`config.mk`:
```
export PLATFORM = sky130hd
export DESIGN_NAME = shift_rotate_unit_flat
export DESIGN_NICKNAME = d
export VERILOG_FILES = /design/src/rtl/shift_rotate_unit_if.sv /design/src/rtl/shift_rotate_unit.sv /design/src/flat_wrapper.sv
export SDC_FILE = /design/constraint.sdc
export NUM_CORES = 1
export LEC_CHECK = 0
export CAP_MARGIN = 20
export CORE_MARGIN = 1
export CORE_UTILIZATION = 61
export CTS_CLUSTER_DIAMETER = 60
export DETAILED_ROUTE_END_ITERATION = 10
export GPL_TIMING_DRIVEN = 0
export PLACE_DENSITY = 0.87
export SLEW_MARGIN = 20
export SYNTH_ARGS = -nofsm -noshare
export SYNTH_HDL_FRONTEND = slang
export SYNTH_SLANG_ARGS = --single-unit
```
`constraint.sdc`:
```
create_clock -name clk -period 5.5 [get_ports clk]
set_clock_uncertainty 0.05 [all_clocks]
set_input_delay 0.55 -clock clk [delete_from_list [all_inputs] [get_ports clk]]
set_output_delay 0.55 -clock clk [all_outputs]
set_load 0.005 [all_outputs]
```
`src/rtl/shift_rotate_unit_if.sv`:
```
// Handshake/data bundle for shift_rotate_unit.
//   master : issues operations (in_*) and accepts results (out_ready)
//   slave  : the execution unit; accepts in_*, produces out_* and in_ready
// Signals: in_valid/in_ready, in_op[2:0], in_num[WIDTH], in_amt[AMT_W],
//          in_cin, in_tag[TAG_W]; out_valid/out_ready, out_res[WIDTH],
//          out_cout, out_n, out_z, out_err, out_tag[TAG_W].
interface shift_rotate_unit_if #(
   parameter int WIDTH = 32,
   parameter int AMT_W = 8,
   parameter int TAG_W = 4
);
   logic             in_valid;
   logic             in_ready;
   logic [2:0]       in_op;
   logic [WIDTH-1:0] in_num;
   logic [AMT_W-1:0] in_amt;
   logic             in_cin;
   logic [TAG_W-1:0] in_tag;
   logic             out_valid;
   logic             out_ready;
   logic [WIDTH-1:0] out_res;
   logic             out_cout;
   logic             out_n;
   logic             out_z;
   logic             out_err;
   logic [TAG_W-1:0] out_tag;

   modport master (
      output in_valid, in_op, in_num, in_amt, in_cin, in_tag, out_ready,
      input  in_ready, out_valid, out_res, out_cout, out_n, out_z, out_err, out_tag
   );

   modport slave (
      input  in_valid, in_op, in_num, in_amt, in_cin, in_tag, out_ready,
      output in_ready, out_valid, out_res, out_cout, out_n, out_z, out_err, out_tag
   );
endinterface

```
`src/rtl/shift_rotate_unit.sv`:
```
// Two-stage pipelined shift/rotate unit: LSL, LSR, ASR, ROR, RRX with
// shifter carry-out and N/Z flags, valid/ready on both sides.
// Ports:
//   clk    - clock, all state on rising edge
//   rst_n  - synchronous active-low reset
//   bus    - shift_rotate_unit_if.slave (operation in, result out)
//
// Every op is reduced to: res = (rotr(s, k) & mask) | (fill & ~mask).
// Stage A decodes op/amount into k/mask/fill/carry-select and applies the
// low rotator levels; stage B applies the high levels, picks the carry and
// forms N/Z. The carry always falls on bit 0 or bit WIDTH-1 of the rotated
// value (or is cin / 0), so only a 2-bit select travels down the pipe.
module shift_rotate_unit #(
   parameter int WIDTH = 32,
   parameter int AMT_W = 8,
   parameter int TAG_W = 4
) (
   input logic                clk,
   input logic                rst_n,
   shift_rotate_unit_if.slave bus
);
   localparam int LG     = $clog2(WIDTH);
   localparam int LO_LVL = LG / 2;
   localparam logic [WIDTH-1:0] ONES = '1;

   typedef enum logic [1:0] {C_CIN, C_ZERO, C_MSB, C_LSB} csel_e;

   // Right-rotate by the bits of k that lie in levels [lo, hi).
   function automatic logic [WIDTH-1:0] rotr_lvls(input logic [WIDTH-1:0] v,
                                                  input logic [LG-1:0] k,
                                                  input int lo, input int hi);
      logic [WIDTH-1:0] r;
      r = v;
      for (int l = 0; l < LG; l++)
         if (l >= lo && l < hi && k[l])
            r = (r >> (1 << l)) | (r << (WIDTH - (1 << l)));
      return r;
   endfunction

   // ---------------- handshake ----------------
   logic a_vld_q, a_vld_d, b_vld_q, b_vld_d;
   logic b_free, accept, advance;

   assign b_free       = !b_vld_q | bus.out_ready;
   assign bus.in_ready = !a_vld_q | b_free;
   assign accept       = bus.in_valid & bus.in_ready;
   assign advance      = a_vld_q & b_free;

   always_comb begin
      a_vld_d = accept | (a_vld_q & !advance);
      b_vld_d = advance | (b_vld_q & !bus.out_ready);
   end

   // ---------------- stage A decode ----------------
   logic [LG-1:0]    a_lo;
   logic             amt_zero, amt_lt, amt_eq;
   logic [LG-1:0]    dec_k;
   logic [WIDTH-1:0] dec_mask, dec_fill;
   csel_e            dec_csel;
   logic             dec_err;

   assign a_lo     = bus.in_amt[LG-1:0];
   assign amt_zero = (bus.in_amt == '0);
   assign amt_lt   = (bus.in_amt < AMT_W'(WIDTH));
   assign amt_eq   = (bus.in_amt == AMT_W'(WIDTH));

   always_comb begin
      // Defaults give pass-through with cout = cin (amount 0, illegal op).
      dec_k    = '0;
      dec_mask = ONES;
      dec_fill = '0;
      dec_csel = C_CIN;
      dec_err  = 1'b0;
      unique case (bus.in_op)
         3'b000: if (!amt_zero) begin          // LSL == rotr by W-a, keep upper bits
            dec_mask = '0;
            dec_csel = (amt_lt || amt_eq) ? C_LSB : C_ZERO;
            if (amt_lt) begin
               dec_k    = LG'(0) - a_lo;
               dec_mask = ONES << a_lo;
            end
         end
         3'b001: if (!amt_zero) begin          // LSR
            dec_mask = '0;
            dec_csel = (amt_lt || amt_eq) ? C_MSB : C_ZERO;
            if (amt_lt) begin
               dec_k    = a_lo;
               dec_mask = ONES >> a_lo;
            end
         end
         3'b010: if (!amt_zero) begin          // ASR: sign fills vacated bits
            dec_mask = '0;
            dec_fill = {WIDTH{bus.in_num[WIDTH-1]}};
            dec_csel = C_MSB;
            if (amt_lt) begin
               dec_k    = a_lo;
               dec_mask = ONES >> a_lo;
            end
         end
         3'b011: if (!amt_zero) begin          // ROR: amount mod W
            dec_k    = a_lo;
            dec_csel = C_MSB;
         end
         3'b100: begin                         // RRX: rotr 1, cin into MSB
            dec_k             = LG'(1);
            dec_mask          = ONES >> 1;
            dec_fill[WIDTH-1] = bus.in_cin;
            dec_csel          = C_MSB;
         end
         default: dec_err = 1'b1;
      endcase
   end

   // ---------------- stage A / B registers ----------------
   logic [WIDTH-1:0] a_rot_q, a_mask_q, a_fill_q;
   logic [LG-1:0]    a_k_q;
   csel_e            a_csel_q;
   logic             a_cin_q, a_err_q;
   logic [TAG_W-1:0] a_tag_q;

   logic [WIDTH-1:0] b_rot, b_res;
   logic             b_cout;

   always_comb begin
      b_rot = rotr_lvls(a_rot_q, a_k_q, LO_LVL, LG);
      b_res = (b_rot & a_mask_q) | (a_fill_q & ~a_mask_q);
      unique case (a_csel_q)
         C_MSB:   b_cout = b_rot[WIDTH-1];
         C_LSB:   b_cout = b_rot[0];
         C_ZERO:  b_cout = 1'b0;
         default: b_cout = a_cin_q;
      endcase
   end

   logic [WIDTH-1:0] out_res_q;
   logic             out_cout_q, out_n_q, out_z_q, out_err_q;
   logic [TAG_W-1:0] out_tag_q;

   always_ff @(posedge clk) begin
      if (!rst_n) begin
         a_vld_q    <= 1'b0;
         b_vld_q    <= 1'b0;
         out_res_q  <= '0;
         out_cout_q <= 1'b0;
         out_n_q    <= 1'b0;
         out_z_q    <= 1'b0;
         out_err_q  <= 1'b0;
         out_tag_q  <= '0;
      end else begin
         a_vld_q <= a_vld_d;
         b_vld_q <= b_vld_d;
         if (accept) begin
            a_rot_q  <= rotr_lvls(bus.in_num, dec_k, 0, LO_LVL);
            a_k_q    <= dec_k;
            a_mask_q <= dec_mask;
            a_fill_q <= dec_fill;
            a_csel_q <= dec_csel;
            a_cin_q  <= bus.in_cin;
            a_err_q  <= dec_err;
            a_tag_q  <= bus.in_tag;
         end
         if (advance) begin
            out_res_q  <= b_res;
            out_cout_q <= b_cout;
            out_n_q    <= b_res[WIDTH-1];
            out_z_q    <= (b_res == '0);
            out_err_q  <= a_err_q;
            out_tag_q  <= a_tag_q;
         end
      end
   end

   assign bus.out_valid = b_vld_q;
   assign bus.out_res   = out_res_q;
   assign bus.out_cout  = out_cout_q;
   assign bus.out_n     = out_n_q;
   assign bus.out_z     = out_z_q;
   assign bus.out_err   = out_err_q;
   assign bus.out_tag   = out_tag_q;
endmodule
```
`src/flat_wrapper.sv`:
```
// flat-port wrapper written by rule: the top's interface ports become plain ports
module shift_rotate_unit_flat 
#(
   parameter int WIDTH = 32,
   parameter int AMT_W = 8,
   parameter int TAG_W = 4
)
  (clk, rst_n, bus_in_valid, bus_in_op, bus_in_num, bus_in_amt, bus_in_cin, bus_in_tag, bus_out_ready, bus_in_ready, bus_out_valid, bus_out_res, bus_out_cout, bus_out_n, bus_out_z, bus_out_err, bus_out_tag);
  shift_rotate_unit_if #(.WIDTH(WIDTH), .AMT_W(AMT_W), .TAG_W(TAG_W)) bus_i ();
  input logic clk;
  input logic rst_n;
  input wire logic [$bits(bus_i.in_valid)-1:0] bus_in_valid;
  input wire logic [$bits(bus_i.in_op)-1:0] bus_in_op;
  input wire logic [$bits(bus_i.in_num)-1:0] bus_in_num;
  input wire logic [$bits(bus_i.in_amt)-1:0] bus_in_amt;
  input wire logic [$bits(bus_i.in_cin)-1:0] bus_in_cin;
  input wire logic [$bits(bus_i.in_tag)-1:0] bus_in_tag;
  input wire logic [$bits(bus_i.out_ready)-1:0] bus_out_ready;
  output wire logic [$bits(bus_i.in_ready)-1:0] bus_in_ready;
  output wire logic [$bits(bus_i.out_valid)-1:0] bus_out_valid;
  output wire logic [$bits(bus_i.out_res)-1:0] bus_out_res;
  output wire logic [$bits(bus_i.out_cout)-1:0] bus_out_cout;
  output wire logic [$bits(bus_i.out_n)-1:0] bus_out_n;
  output wire logic [$bits(bus_i.out_z)-1:0] bus_out_z;
  output wire logic [$bits(bus_i.out_err)-1:0] bus_out_err;
  output wire logic [$bits(bus_i.out_tag)-1:0] bus_out_tag;
  assign bus_i.in_valid = bus_in_valid;
  assign bus_i.in_op = bus_in_op;
  assign bus_i.in_num = bus_in_num;
  assign bus_i.in_amt = bus_in_amt;
  assign bus_i.in_cin = bus_in_cin;
  assign bus_i.in_tag = bus_in_tag;
  assign bus_i.out_ready = bus_out_ready;
  assign bus_in_ready = bus_i.in_ready;
  assign bus_out_valid = bus_i.out_valid;
  assign bus_out_res = bus_i.out_res;
  assign bus_out_cout = bus_i.out_cout;
  assign bus_out_n = bus_i.out_n;
  assign bus_out_z = bus_i.out_z;
  assign bus_out_err = bus_i.out_err;
  assign bus_out_tag = bus_i.out_tag;
  shift_rotate_unit #(.WIDTH(WIDTH), .AMT_W(AMT_W), .TAG_W(TAG_W)) u_core (.clk(clk), .rst_n(rst_n), .bus(bus_i));
endmodule
```
## Word-level counts from Yosys, hierarchy flattened

Index checks and enable logic that the tools add are counted.

- Add/sub/neg operators: 1
- $lt $le $gt $ge: 1
- Eq/ne operators: 8
- Shift-type cells: 2
- Multiplexer cells: 28
- Bitwise gates (word level): 18
- Reduce and logical (&&, ||, !) cells: 13

Operators with widths:

| kind | count |
|---|---|
| $mux W32 | 12 |
| $pmux W32 S3 | 1 |
| $and A32 B32 Y32 | 2 |
| $logic_not A32 Y1 | 1 |
| $not A32 Y32 | 1 |
| $or A16 B32 Y32 | 1 |
| $or A24 B32 Y32 | 1 |
| $or A28 B32 Y32 | 1 |
| $or A30 B32 Y32 | 1 |
| $or A31 B32 Y32 | 1 |
| $or A32 B32 Y32 | 1 |
| $shl A32 B5 Y32 const A | 1 |
| $shr A32 B5 Y32 const A | 1 |
| $mux W5 | 5 |
| $pmux W5 S4 | 1 |
| $mux W2 | 5 |
| $eq A8 B6 Y1 const B | 1 |
| $logic_not A8 Y1 | 1 |
| $lt A8 B6 Y1 const B | 1 |
| $pmux W2 S4 | 1 |
| $eq A3 B2 Y1 const B | 2 |
| $reduce_or A2 Y1 | 3 |
| $reduce_or A5 Y1 | 1 |
| $sub A1 B5 Y5 const A | 1 |
| 14 further kinds | 24 |

- Bits in registers: 121
- Bits of input ports: 52
- Output and inout port bits: 42
- Word-level logic and storage cells: 88

## Longest topological paths before layout

Gate-level depths: netlist of the first run.

- Word-level depth: 9
- Mapped depth: 10
- Mapped depth without buffers: 8

## Worst setup path after synthesis of the first run

OpenSTA, ideal clock, no wires.

- Path kind: input -> register
- Start point: input port bus_out_ready
- End point: register u_core.a_cin_q, enable pin
- Library setup time: 0.444 ns
- Arrival: 2.563 ns
- Data required time: 5.006 ns
- Slack: 2.442 ns
- Cell stages on the path: 3
- Buffers on the path: 0
- Cell sequence: nor2b_1 nand2_1 and3_1

- Cells in the longest elaborated chain, start to end: 4

Ends and longest elaborated chain:

| item | RTL line | RTL |
|---|---|---|
| start, declared | flat_wrapper.sv:18 | `input wire logic [$bits(bus_i.out_ready)-1:0] bus_out_ready;` |
| $or A1 B1 Y1 | shift_rotate_unit.sv:44 | `assign b_free = !b_vld_q \| bus.out_ready;` |
| $or A1 B1 Y1 | shift_rotate_unit.sv:45 | `assign bus.in_ready = !a_vld_q \| b_free;` |
| via bus_in_ready | flat_wrapper.sv:19 | `output wire logic [$bits(bus_i.in_ready)-1:0] bus_in_ready;` |
| $and A1 B1 Y1 | shift_rotate_unit.sv:46 | `assign accept = bus.in_valid & bus.in_ready;` |
| $reduce_and A2 Y1 (no source line) | -- |  |
| end signal, assigned | shift_rotate_unit.sv:158 | `a_cin_q <= bus.in_cin;` |
| end, declared | shift_rotate_unit.sv:118 | `logic a_cin_q, a_err_q;` |

The timed path passes the listed nets, and every way through them passes these cells.
A chain may end at the register's enable or synchronous reset.

## Worst setup path after layout of the first run

- Start point: input port bus_in_amt[7]
- End point: register u_core.a_rot_q[3] (data pin)

- Cells in the longest elaborated chain, start to end: 9
- Elaborated cells on any way between the ends: 13
- Classes of those cells: 1 x order compare; 10 x mux; 1 x bitwise; 1 x reduce/logical

Ends and longest elaborated chain:

| item | RTL line | RTL |
|---|---|---|
| start, declared | flat_wrapper.sv:15 | `input wire logic [$bits(bus_i.in_amt)-1:0] bus_in_amt;` |
| $lt A8 B6 Y1 | shift_rotate_unit.sv:64 | `assign amt_lt = (bus.in_amt < AMT_W'(WIDTH));` |
| $mux W5, on equally long branches | shift_rotate_unit.sv:86, shift_rotate_unit.sv:95, shift_rotate_unit.sv:78 |  |
| $mux W5, on equally long branches | shift_rotate_unit.sv:91, shift_rotate_unit.sv:75 |  |
| $pmux W5 S4 * | shift_rotate_unit.sv:74 | `unique case (bus.in_op)` |
| $mux W32 | shift_rotate_unit.sv:35 | `if (l >= lo && l < hi && k[l])` |
| $mux W32 | shift_rotate_unit.sv:152 | `if (accept) begin` |
| $mux W32 | shift_rotate_unit.sv:140 | `if (!rst_n) begin` |
| $or A30 B32 Y32 | shift_rotate_unit.sv:36 | `r = (r >> (1 << l)) \| (r << (WIDTH - (1 << l)));` |
| $mux W32 * | shift_rotate_unit.sv:35 |  |
| end signal, assigned | shift_rotate_unit.sv:153 | `a_rot_q <= rotr_lvls(bus.in_num, dec_k, 0, LO_LVL);` |
| end, declared | shift_rotate_unit.sv:115 | `logic [WIDTH-1:0] a_rot_q, a_mask_q, a_fill_q;` |

Every way passes the cells marked *; elsewhere a longest branch is shown, timed or not. The select of a mux whose other input is x is not followed.

==> results of run 1 <==
-- synth_stat cells, types with 5 or more instances --
cell                         n
sky130_fd_sc_hd__o211ai_1    6
sky130_fd_sc_hd__mux2i_1   100
sky130_fd_sc_hd__mux2_2     22
sky130_fd_sc_hd__nor3_1     10
sky130_fd_sc_hd__mux4_2     36
sky130_fd_sc_hd__a31oi_1     6
sky130_fd_sc_hd__a21oi_1    47
sky130_fd_sc_hd__nand2b_1    6
sky130_fd_sc_hd__ha_1        5
sky130_fd_sc_hd__nor2_1     35
sky130_fd_sc_hd__edfxtp_1   77
sky130_fd_sc_hd__nand3_1     7
sky130_fd_sc_hd__buf_2      12
sky130_fd_sc_hd__clkbuf_1   36
sky130_fd_sc_hd__a22oi_1     5
sky130_fd_sc_hd__dfxtp_1    41
sky130_fd_sc_hd__nand2_1    63
sky130_fd_sc_hd__and2_1      9
sky130_fd_sc_hd__o21ai_0    47
sky130_fd_sc_hd__nor2b_1    16
sky130_fd_sc_hd__inv_1       7
sky130_fd_sc_hd__a21boi_0   17
sky130_fd_sc_hd__nor4_1      5
-- registers in the layout (all words and copies together) (netlist names), 2 cells and up --
| name | cells |
|---|---|
| u_core.bus.out_res | 31 |
| u_core.bus.out_tag | 4 |
| u_core.a_rot_q | 32 |
| u_core.a_mask_q | 32 |
| u_core.a_k_q | 3 |
| u_core.a_tag_q | 4 |
| u_core.a_fill_q | 2 |
| u_core.a_csel_q | 2 |
-- final timing paths --
kind / startpoint / slack (ns) / cells past startpoint / end
max: bus_in_amt[7] / 1.81 / 8 / u_core.a_rot_q[3]
min: u_core.bus.out_z / 0.41 / 2 / u_core.bus.out_z
max reg2reg: u_core.a_k_q[4] / 2.10 / 10 / u_core.bus.out_z
min reg2reg: u_core.bus.out_z / 0.41 / 2 / u_core.bus.out_z
-- power breakdown --
group | total [W] | internal [W] | switching (W)
Combinational | 0.000405 | 0.000191 | 0.000214
Clock | 0.00112 | 0.000719 | 0.000397
Sequential | 0.00105 | 0.00101 | 0.0000404
-- per-stage QoR --
step / hold slack, ns / setup WS (ns)
after floorplan: 0.397 / 2.44
after global placement: 0.394 / 1.28
after detailed placement: 0.404 / 1.43
after CTS: 0.414 / 1.83
after global routing: 0.422 / 1.60
final: 0.410 / 1.81
-- routing by layer --
| layer | up-vias | routed length, um | track usage (%) |
|---|---|---|---|
| met5 | - | 0 | 0 |
| met4 | 0 | 804 | 16.0 |
| met3 | 69 | 2020 | 7.29 |
| met2 | 378 | 9820 | 54.6 |
| met1 | 2934 | 8320 | 46.6 |
| li1 | 2764 | - | - |
-- cell type report --
class / instances / area (sq um) / share of cell area (%)
clock buffer: 28 / 581 / 6.41
multi-input combinational: 488 / 3920 / 43.2
clock inverter: 4 / 28.8 / 0.318
timing repair buffer: 92 / 938 / 10.4
buffer: 56 / 260 / 2.87
sequential: 118 / 3130 / 34.6
inverter: 7 / 26.3 / 0.290
tap: 143 / 179 / 1.97
-- critical path: cells and delay by family --
kind	cells	cell delay (ns)
buf+inv	2	0.85
mux	1	0.43
simple gates	3	1.45
compound gates	2	0.53
-- kinds of logic after synthesis --
group / count (synthesis)
compound gates: 151
xor+xnor: 1
fa+ha+maj: 5
buf+inv: 63
flops: 118
mux: 162
simple gates: 169
==> Implementation_results.wiki, run 1 <==
{| class="wikitable"
! Metric !! Value
|-
| Element type at the critical path start || input port
|-
| Status || complete, but fails checks
|-
| Vias || 6145
|-
| Final antenna diode count || 0
|-
| Sum of routed wire length over all layers || 21000 um
|-
| Sink count of the clock tree || 118
|-
| Starting density of the core || 63.4%
|-
| Cell with the largest stage delay on the worst path || sky130_fd_sc_hd__nor3_1
|-
| Slowest Stage Delay on Critical Path || 0.87 ns
|-
| Synth Area in Compound Gates || 12.5%
|-
| Mapped Area || 7330 sq um
|-
| CTS resizes || 0
|-
| Skew-Pair Late Insertion Delay || 0.42 ns
|-
| Kind of critical path || in2reg
|-
| Hold buffers post-CTS || 0
|-
| Antenna violations before repair || 0
|-
| Highest fanout seen on the critical path || 10
|-
| Fraction of synthesized cell area in xor and xnor cells || 0.119%
|-
| Placed cell areas || 8450 sq um
|-
| Inst Count DP || 904
|-
| Number of rows in the core area || 39
|-
| Proportion of synthesized area in mux cells || 28.8%
|-
| Largest family of logic cells by synthesized area || multiplexers
|-
| Slew @ Worst Pin || 1.06 ns
|-
| Die width || 112 um
|-
| Average vias per placed instance || 6.57
|-
| Area enclosed by the die boundary || 12500 sq um
|-
| Clock Root Buffer || sky130_fd_sc_hd__clkbuf_16
|-
| Initial DRC count || 744
|-
| Final global-route overflow total || 0
|-
| Post-synthesis sequential element count || 118
|-
| Violated checks || DRC
|-
| Pin count of the biggest net entering global routing || 57
|-
| Post-synth ARST share || 0%
|-
| Count of different cell masters after synthesis || 56
|-
| RSZ-0062 raised after global routing || false
|-
| Share of cells above drive strength 1 || 14.6%
|-
| Tot Pwr || 0.00257 W
|-
| Antenna-violating nets left || 0
|-
| Endpoint type of the worst setup path || flop
|-
| Final nets || 837
|-
| Post-layout util || 78.4%
|-
| Iteration count of the initial detailed-routing pass || 10
|-
| Number of fillers in the final layout || 756
|-
| Number of global-route vias before repair || 5953
|-
| Boundary pin count || 94
|-
| Area share of and/or/nand/nor cells after synthesis || 11.1%
|-
| Area share of the largest cell type after synthesis || 31.5%
|-
| Total CTS buffers || 17
|-
| Post-detail-place hpwl || 15700 um
|-
| Commonest non-fill, non-tap cell in the layout || sky130_fd_sc_hd__mux2i_1
|-
| Final setup violation count || 0
|-
| Layout overhead on the synthesized area || 23.6%
|-
| Syn_area_per_cell || 11.0 sq um
|-
| Static leakage || 3.23 nW
|-
| Routed wirelength normalized by instance count || 22.4 um
|-
| Final Slew Violations || 0
|-
| Cell-by-cell listing of the critical path || clkdlybuf4s50_1, nor3_1, nand2_1, a21oi_1, a22oi_1, nor3_2, buf_2, mux2i_1
|-
| Most frequent cells in the layout || sky130_fd_sc_hd__mux2i_1, sky130_fd_sc_hd__clkdlybuf4s50_1, sky130_fd_sc_hd__edfxtp_1, sky130_fd_sc_hd__nand2_1
|-
| Post-layout min period || 3.69 ns
|-
| Overall global routing resource usage || 34.7%
|-
| Clk slew on worst S/H paths || 0.06 ns
|-
| Number of nets in the synthesized netlist || 726
|-
| Clock tree from TritonCTS || built
|-
| Placeable Area || 11600 sq um
|-
| Dominant synthesized flop cell || sky130_fd_sc_hd__edfxtp_1
|-
| Y dimension of the die || 112 um
|-
| Share of the cycle needed by the critical path after routing || 67.0%
|-
| Post-route cell area || 9060 sq um
|-
| Data arrival time at the worst-slack endpoint || 3.83 ns
|-
| Number of enable-type register cells in the synthesized netlist || 77
|-
| Area leader, netlist || sky130_fd_sc_hd__edfxtp_1
|-
| Worst hold-check path type || reg2reg
|-
| Pwr per Cell Area || 283 nW/um^2
|-
| First-pass GRT wire length || 32500 um
|-
| Post-Layout Cell Count || 936
|-
| Sum Neg Setup Slack || 0 ns
|-
| Peak VDD IR || 0.000242 V
|-
| # DRC || 14
|-
| Maximum count of clock buffers along a single path || 2
|-
| Top area cells in the synthesized netlist || sky130_fd_sc_hd__edfxtp_1, sky130_fd_sc_hd__mux2i_1, sky130_fd_sc_hd__dfxtp_1
|-
| Sequential cell area fraction in the yosys report || 42.7%
|-
| Synthesized-area fraction occupied by adder cells || 0.854%
|-
| Number of standard cells after synthesis || 669
|-
| Gpl congestion || 0.954
|-
| Worst slew slack as a fraction of its limit || 28.6%
|-
| Reported max-cap violation count || 0
|-
| Post-CTS Setup Inserts || 0
|-
| Port buffer count || 91
|-
| Synth Warn # || 0
|-
| # H-tree levels || 4
|-
| Final hold violation count || 0
|-
| Required time worst endpoint || 5.64 ns
|-
| Timing-limited maximum frequency || 0.271 GHz
|}
(Power assumes the default switching activity.)
==> run 2, diff against run 1 <==
- CORE_UTILIZATION: 61 -> 51
- PLACE_DENSITY: 0.87 -> 0.77
- clock period: 5.5 -> 3.1 ns (I/O delays scaled with it)
==> Implementation_results.wiki, run 2 (synthesized netlist as in run 1, its figures left out) <==
{| class="wikitable"
! Metric !! Value
|-
| Cell count of the worst reg-to-reg path || 10 (unchanged)
|-
| Sum of routed wire length over all layers || 20200 um (-3.6%)
|-
| Gpl congestion || 0.939 (-1.5%)
|-
| Clk slew on worst S/H paths || 0.05 ns (about the same)
|-
| Slowest Stage Delay on Critical Path || 0.46 ns (-0.41 ns)
|-
| Static leakage || 3.23 nW (+0.12%)
|-
| Vias || 5946 (-3.2%)
|-
| Boundary pin count || 94 (unchanged)
|-
| Endpoint, Worst Hold || u_core.a_tag_q[2]
|-
| Pin count of the biggest net entering global routing || 52 (-8.8%)
|-
| Iteration count of the initial detailed-routing pass || 5 (-5)
|-
| Worst slew slack as a fraction of its limit || 46.0% (+17 points)
|-
| Skew-Pair Late Insertion Delay || 0.42 ns (about the same)
|-
| Number of global-route vias before repair || 5704 (-4.2%)
|-
| Post-Layout Cell Count || 971 (+3.7%)
|-
| Hold buffers post-CTS || 0 (unchanged)
|-
| Met3 demand-to-capacity share in global routing || 6.98% (-0.32 points)
|-
| Placeable Area || 13900 sq um (+20%)
|-
| Most frequent cells in the layout || sky130_fd_sc_hd__mux2i_1, sky130_fd_sc_hd__clkdlybuf4s50_1, sky130_fd_sc_hd__edfxtp_1, sky130_fd_sc_hd__nand2_1
|-
| Layout overhead on the synthesized area || 24.4%
|-
| Reported max-cap violation count || 0 (unchanged)
|-
| Met1 global-route usage || 40.4% (-6.2 points)
|-
| Final Slew Violations || 0 (unchanged)
|-
| Switching part of the total || 25.9% (+0.53 points)
|-
| Required time worst endpoint || 3.19 ns (-2.45 ns)
|-
| Port buffer count || 91 (unchanged)
|-
| RSZ-0062 raised after global routing || false
|-
| # H-tree levels || 4 (unchanged)
|-
| Antenna violations before repair || 0 (unchanged)
|-
| Total CTS buffers || 17 (unchanged)
|-
| Data arrival time at the worst-slack endpoint || 3.11 ns (-0.72 ns)
|-
| Final nets || 835 (-0.24%)
|-
| Inst Count DP || 941 (+4.1%)
|-
| Die width || 122 um (+9.2%)
|-
| Most repeated library cell on the critical path || sky130_fd_sc_hd__mux2i_1
|-
| Element type at the critical path start || input port
|-
| First-pass GRT wire length || 31900 um (-1.6%)
|-
| Final hold violation count || 0 (unchanged)
|-
| Clock share of power || 42.4% (-1.1 points)
|-
| Overall global routing resource usage || 29.2% (-5.6 points)
|-
| Final antenna diode count || 0 (unchanged)
|-
| Final global-route overflow total || 0 (unchanged)
|-
| Share of cells above drive strength 1 || 15.8% (+1.2 points)
|-
| Commonest non-fill, non-tap cell in the layout || sky130_fd_sc_hd__mux2i_1
|-
| Timing-limited maximum frequency || 0.330 GHz
|-
| Initial DRC count || 474 (-36%)
|-
| Endpoint type of the worst setup path || flop
|-
| Starting density of the core || 52.6% (-11 points)
|-
| Endpoint of the worst-slack reg-to-reg timing path || u_core.bus.out_z
|-
| Post-layout util || 65.4% (-13 points)
|-
| Post-detail-place hpwl || 15600 um (-0.71%)
|-
| Routed wirelength normalized by instance count || 20.8 um (-7.0%)
|-
| Status || completed
|-
| Sequential Power Share || 41.5% (+0.8 points)
|-
| Cell-by-cell listing of the critical path || clkdlybuf4s50_1, or3_1, clkbuf_1, nor2_1, nand3_2, a21oi_4, buf_2, mux2i_1, mux2i_1
|-
| Post-layout min period || 3.03 ns
|-
| # DRC || 0 (-14)
|-
| Grt met2 use || 44.6% (-10 points)
|-
| Pwr per Cell Area || 490 nW/um^2 (+73%)
|-
| Peak VDD IR || 0.000381 V (+57%)
|-
| Highest fanout seen on the critical path || 10 (unchanged)
|-
| Y dimension of the die || 122 um (+9.2%)
|-
| Start point of the worst hold path || bus_in_tag[2]
|-
| Highest-utilization routing layer at the global route stage || met2
|-
| Antenna-violating nets left || 0 (unchanged)
|-
| Clock tree from TritonCTS || built
|-
| Clock Root Buffer || sky130_fd_sc_hd__clkbuf_16
|-
| Average vias per placed instance || 6.12 (-6.7%)
|-
| Combinational group share of total power || 16.1% (+0.3 points)
|-
| Area enclosed by the die boundary || 14900 sq um (+19%)
|-
| Net Sw Power || 0.00116 W (+78%)
|-
| Final setup violation count || 0 (unchanged)
|-
| Share of the cycle needed by the critical path after routing || 97.7%
|-
| Number of rows in the core area || 43 (+10%)
|-
| Kind of critical path || in2reg
|-
| Worst hold path stage count || 1 (-1)
|-
| Internal power consumption || 0.00331 W (+73%)
|-
| Reg-to-reg slack, setup || 0.29 ns (-1.81 ns)
|-
| Sink count of the clock tree || 118 (unchanged)
|-
| Cell with the largest stage delay on the worst path || sky130_fd_sc_hd__clkdlybuf4s50_1
|-
| Maximum count of clock buffers along a single path || 2 (unchanged)
|-
| Reg2reg start || u_core.a_k_q[4]
|-
| Slew @ Worst Pin || 0.801 ns (-0.262 ns)
|-
| Worst hold-check path type || in2reg
|}
[run 2: power by group through the flow]
| stage | Clock [W] | Combinational [W] | Sequential [W] |
|---|---|---|---|
| global placement | 0 | 0.000682 | 0.00188 |
| floorplan | 0 | 0.000429 | 0.00186 |
| detailed placement | 0 | 0.000701 | 0.00188 |
| CTS | 0.00191 | 0.000710 | 0.00185 |
| global route | 0.00198 | 0.000778 | 0.00186 |
| finish | 0.00189 | 0.000719 | 0.00185 |
[run 2: layer usage]
layer  vias to the layer above  routed length [um]
met3                        41                1550
met1                      2866                8650
met5                         -                   0
met2                       282                9400
met4                         0                 608
li1                       2757                   -
[run 2: final cells by class]
class	count	area, sq um
multi-input cells	488	3950
repair buffers	93	946
fillers	1057	4820
flip-flops and latches	118	3130
plain buffers	53	255
well taps	180	225
clock buffers	23	520
clock inverters	9	57.6
inverters	7	26.3
[run 2: worst max-delay path: cells and delay by family]
| family | cells | cell delay [ns] |
|---|---|---|
| buffers and inverters | 3 | 1.02 |
| and+or+nand+nor | 3 | 0.91 |
| muxes | 2 | 0.56 |
| AOI/OAI and AO/OA | 1 | 0.32 |
[run 2: repair_timing]
item	in CTS	in global routing
pin swaps	0	1
gates resized for setup	5	6
setup endpoints to repair	6	20
setup buffers	0	1
[run 2: worst max path at each step]
stage                               from                 end  slack, ns  cells after the start
floorplan           u_core.bus.out_valid      u_core.a_cin_q       0.19                      3
global placement                   rst_n   u_core.a_rot_q[3]      -0.82                      2
detailed placement         bus_in_amt[7]  u_core.a_rot_q[19]      -0.50                      9
CTS                        bus_in_amt[7]   u_core.a_rot_q[3]       0.04                      9
global route               bus_in_amt[7]   u_core.a_rot_q[3]      0.006                      8
finish                     bus_in_amt[7]  u_core.a_rot_q[19]       0.07                      9
[run 2: metrics by stage]
step                instance area, sq um  setup slack [ns]  hold slack, ns  total power [W]  setup TNS (ns)
floorplan                           7330             0.194           0.359          0.00229               0
global placement                    8470            -0.821           0.403          0.00256          -74.63
detailed placement                  8500            -0.502           0.392          0.00258          -12.04
CTS                                 9090            0.0418           0.382          0.00447               0
global route                        9120           0.00616           0.382          0.00462               0
finish                              9120            0.0722           0.395          0.00446               0
==> run 3, diff against run 2 <==
- TNS_END_PERCENT: unset -> 5
==> Implementation_results.wiki, run 3 (synthesized netlist as in run 1, its figures left out) <==
{| class="wikitable"
! Metric !! Value
|-
| Status || completed
|-
| Placed cell areas || 8500 sq um (unchanged)
|-
| Endpoint, Worst Hold || u_core.a_tag_q[2]
|-
| Peak VDD IR || 0.000381 V (about the same)
|-
| Number of rows in the core area || 43 (unchanged)
|-
| Slew @ Worst Pin || 0.851 ns (+0.0505 ns)
|-
| Reg-to-reg slack, setup || 0.15 ns (-0.14 ns)
|-
| Highest fanout seen on the critical path || 10 (unchanged)
|-
| Post-placement setup slack || -0.502 ns (unchanged)
|-
| Vias || 6008 (+1.0%)
|-
| Final global-route overflow total || 0 (unchanged)
|-
| Antenna violations before repair || 0 (unchanged)
|-
| Cell count of the worst reg-to-reg path || 10 (unchanged)
|-
| # H-tree levels || 4 (unchanged)
|-
| Clock Root Buffer || sky130_fd_sc_hd__clkbuf_16
|-
| Multi-input combinational cell area || 3950 sq um (unchanged)
|-
| # DRC || 0 (unchanged)
|-
| Start point of the worst hold path || bus_in_tag[2]
|-
| Endpoint of the worst-slack reg-to-reg timing path || u_core.bus.out_z
|-
| Placeable Area || 13900 sq um (unchanged)
|-
| Area enclosed by the die boundary || 14900 sq um (unchanged)
|-
| Timing-limited maximum frequency || 0.330 GHz (about the same)
|-
| Post-layout util || 65.5% (about the same)
|-
| Required time worst endpoint || 3.18 ns (about the same)
|-
| Sum of routed wire length over all layers || 20500 um (+1.3%)
|-
| Pwr per Cell Area || 490 nW/um^2 (about the same)
|-
| Iteration count of the initial detailed-routing pass || 5 (unchanged)
|-
| Post-route cell area || 9130 sq um (about the same)
|-
| Average vias per placed instance || 6.17 (+0.84%)
|-
| Maximum count of clock buffers along a single path || 2 (unchanged)
|-
| Boundary pin count || 94 (unchanged)
|-
| Routed wirelength normalized by instance count || 21.0 um (+1.1%)
|-
| Pin count of the biggest net entering global routing || 52 (unchanged)
|-
| Reported max-cap violation count || 0 (unchanged)
|-
| Final Slew Violations || 0 (unchanged)
|-
| Commonest non-fill, non-tap cell in the layout || sky130_fd_sc_hd__mux2i_1
|-
| Element type at the critical path start || input port
|-
| Reg2reg start || u_core.a_k_q[4]
|-
| Share of cells above drive strength 1 || 15.9% (+0.086 points)
|-
| Layout overhead on the synthesized area || 24.5% (about the same)
|-
| Die width || 122 um (unchanged)
|-
| Final hold violation count || 0 (unchanged)
|-
| Final setup violation count || 0 (unchanged)
|-
| Setup slack after layout || 0.0700 ns (-0.00220 ns)
|-
| Data arrival time at the worst-slack endpoint || 3.11 ns (about the same)
|-
| Worst hold path stage count || 1 (unchanged)
|-
| Worst slew slack as a fraction of its limit || 42.5% (-3.4 points)
|-
| Number of global-route vias before repair || 5704 (unchanged)
|-
| Initial DRC count || 462 (-2.5%)
|-
| RSZ-0062 raised after global routing || true
|-
| Endpoint type of the worst setup path || flop
|-
| Area used by sequential logic in the layout || 3130 sq um (unchanged)
|-
| Starting density of the core || 52.6% (unchanged)
|-
| Most frequent cells in the layout || sky130_fd_sc_hd__mux2i_1, sky130_fd_sc_hd__clkdlybuf4s50_1, sky130_fd_sc_hd__edfxtp_1, sky130_fd_sc_hd__nand2_1
|-
| Antenna-violating nets left || 0 (unchanged)
|-
| Skew-Pair Late Insertion Delay || 0.42 ns (about the same)
|-
| Post-layout min period || 3.03 ns (+0.00220 ns)
|-
| Post-detail-place hpwl || 15600 um (unchanged)
|-
| Final antenna diode count || 0 (unchanged)
|-
| Final nets || 837 (+0.24%)
|-
| Tot Pwr || 0.00447 W (+0.16%)
|-
| Clock tree from TritonCTS || built
|-
| Total CTS buffers || 17 (unchanged)
|-
| Y dimension of the die || 122 um (unchanged)
|-
| First-pass GRT wire length || 31900 um (unchanged)
|-
| Number of fillers in the final layout || 1054 (-0.28%)
|-
| Gpl congestion || 0.939 (unchanged)
|-
| Overall global routing resource usage || 29.2% (unchanged)
|-
| Static leakage || 3.24 nW (+0.18%)
|-
| Worst hold-check path type || in2reg
|-
| Hold buffers post-CTS || 0 (unchanged)
|-
| Kind of critical path || in2reg
|-
| Share of the cycle needed by the critical path after routing || 97.7% (about the same)
|-
| Sink count of the clock tree || 118 (unchanged)
|-
| Port buffer count || 91 (unchanged)
|-
| Clk slew on worst S/H paths || 0.06 ns (about the same)
|}
==> run 3: cell types whose count changed in the layout (fill, tap and decap cells not counted), sizes merged <==
cell / delta
buf: +1
clkbuf: +1
==> run 3: stage by stage <==
stage	hold slack, ns	TNS [ns]	instances
finish	0.395	0	973
global route	0.382	-0.0321	973
CTS	0.382	0	973
detailed placement	0.392	-12.04	941
global placement	0.403	-74.63	940
floorplan	0.359	0	669
==> run 3: cell type report <==
class	instances	share of cell area, %
multi-input combinational	488	43.3
sequential	118	34.3
timing repair buffer	93	10.4
clock buffer	23	5.70
buffer	55	2.89
tap	180	2.47
clock inverter	9	0.631
inverter	7	0.288
==> run 3: power breakdown <==
group	internal [W]	switching, W	total, W
Clock	0.00118	0.000716	0.00190
Sequential	0.00178	0.0000695	0.00185
Combinational	0.000343	0.000378	0.000721
Total	0.00331	0.00116	0.00447
==> run 3: layer usage <==
| layer | share of wire [%] | routed length (um) | GRT usage (%) |
|---|---|---|---|
| met1 | 42 | 8690 | 40.4 |
| met2 | 47 | 9590 | 44.6 |
| met3 | 7.9 | 1630 | 6.98 |
| met4 | 2.8 | 568 | 10.3 |
| met5 | 0 | 0 | 0 |
==> run 3: how the worst max path moves through the flow <==
stage / from / end / slack (ns) / cells after the start
after floorplan: u_core.bus.out_valid / u_core.a_cin_q / 0.19 / 3
after global placement: rst_n / u_core.a_rot_q[3] / -0.82 / 2
after detailed placement: bus_in_amt[7] / u_core.a_rot_q[19] / -0.50 / 9
after CTS: bus_in_amt[7] / u_core.a_rot_q[3] / 0.04 / 9
after global routing: u_core.a_k_q[4] / u_core.bus.out_z / -0.03 / 10
final: bus_in_amt[7] / u_core.a_rot_q[19] / 0.07 / 9
==> run 3: repair_timing <==
action,in CTS,in global routing
setup endpoints to repair,6,20
buffers inserted,0,1
resized for setup,5,6
pin swaps,0,1
==> run 3: worst max-delay path: stages <==
cell                              delay (ns)
sky130_fd_sc_hd__clkdlybuf4s50_1        0.46
sky130_fd_sc_hd__or3_1                  0.40
sky130_fd_sc_hd__clkbuf_1               0.21
sky130_fd_sc_hd__nor2_1                 0.29
sky130_fd_sc_hd__nand3_2                0.22
sky130_fd_sc_hd__a21oi_4                0.32
sky130_fd_sc_hd__buf_2                  0.35
sky130_fd_sc_hd__mux2i_1                0.36
sky130_fd_sc_hd__mux2i_1                0.20
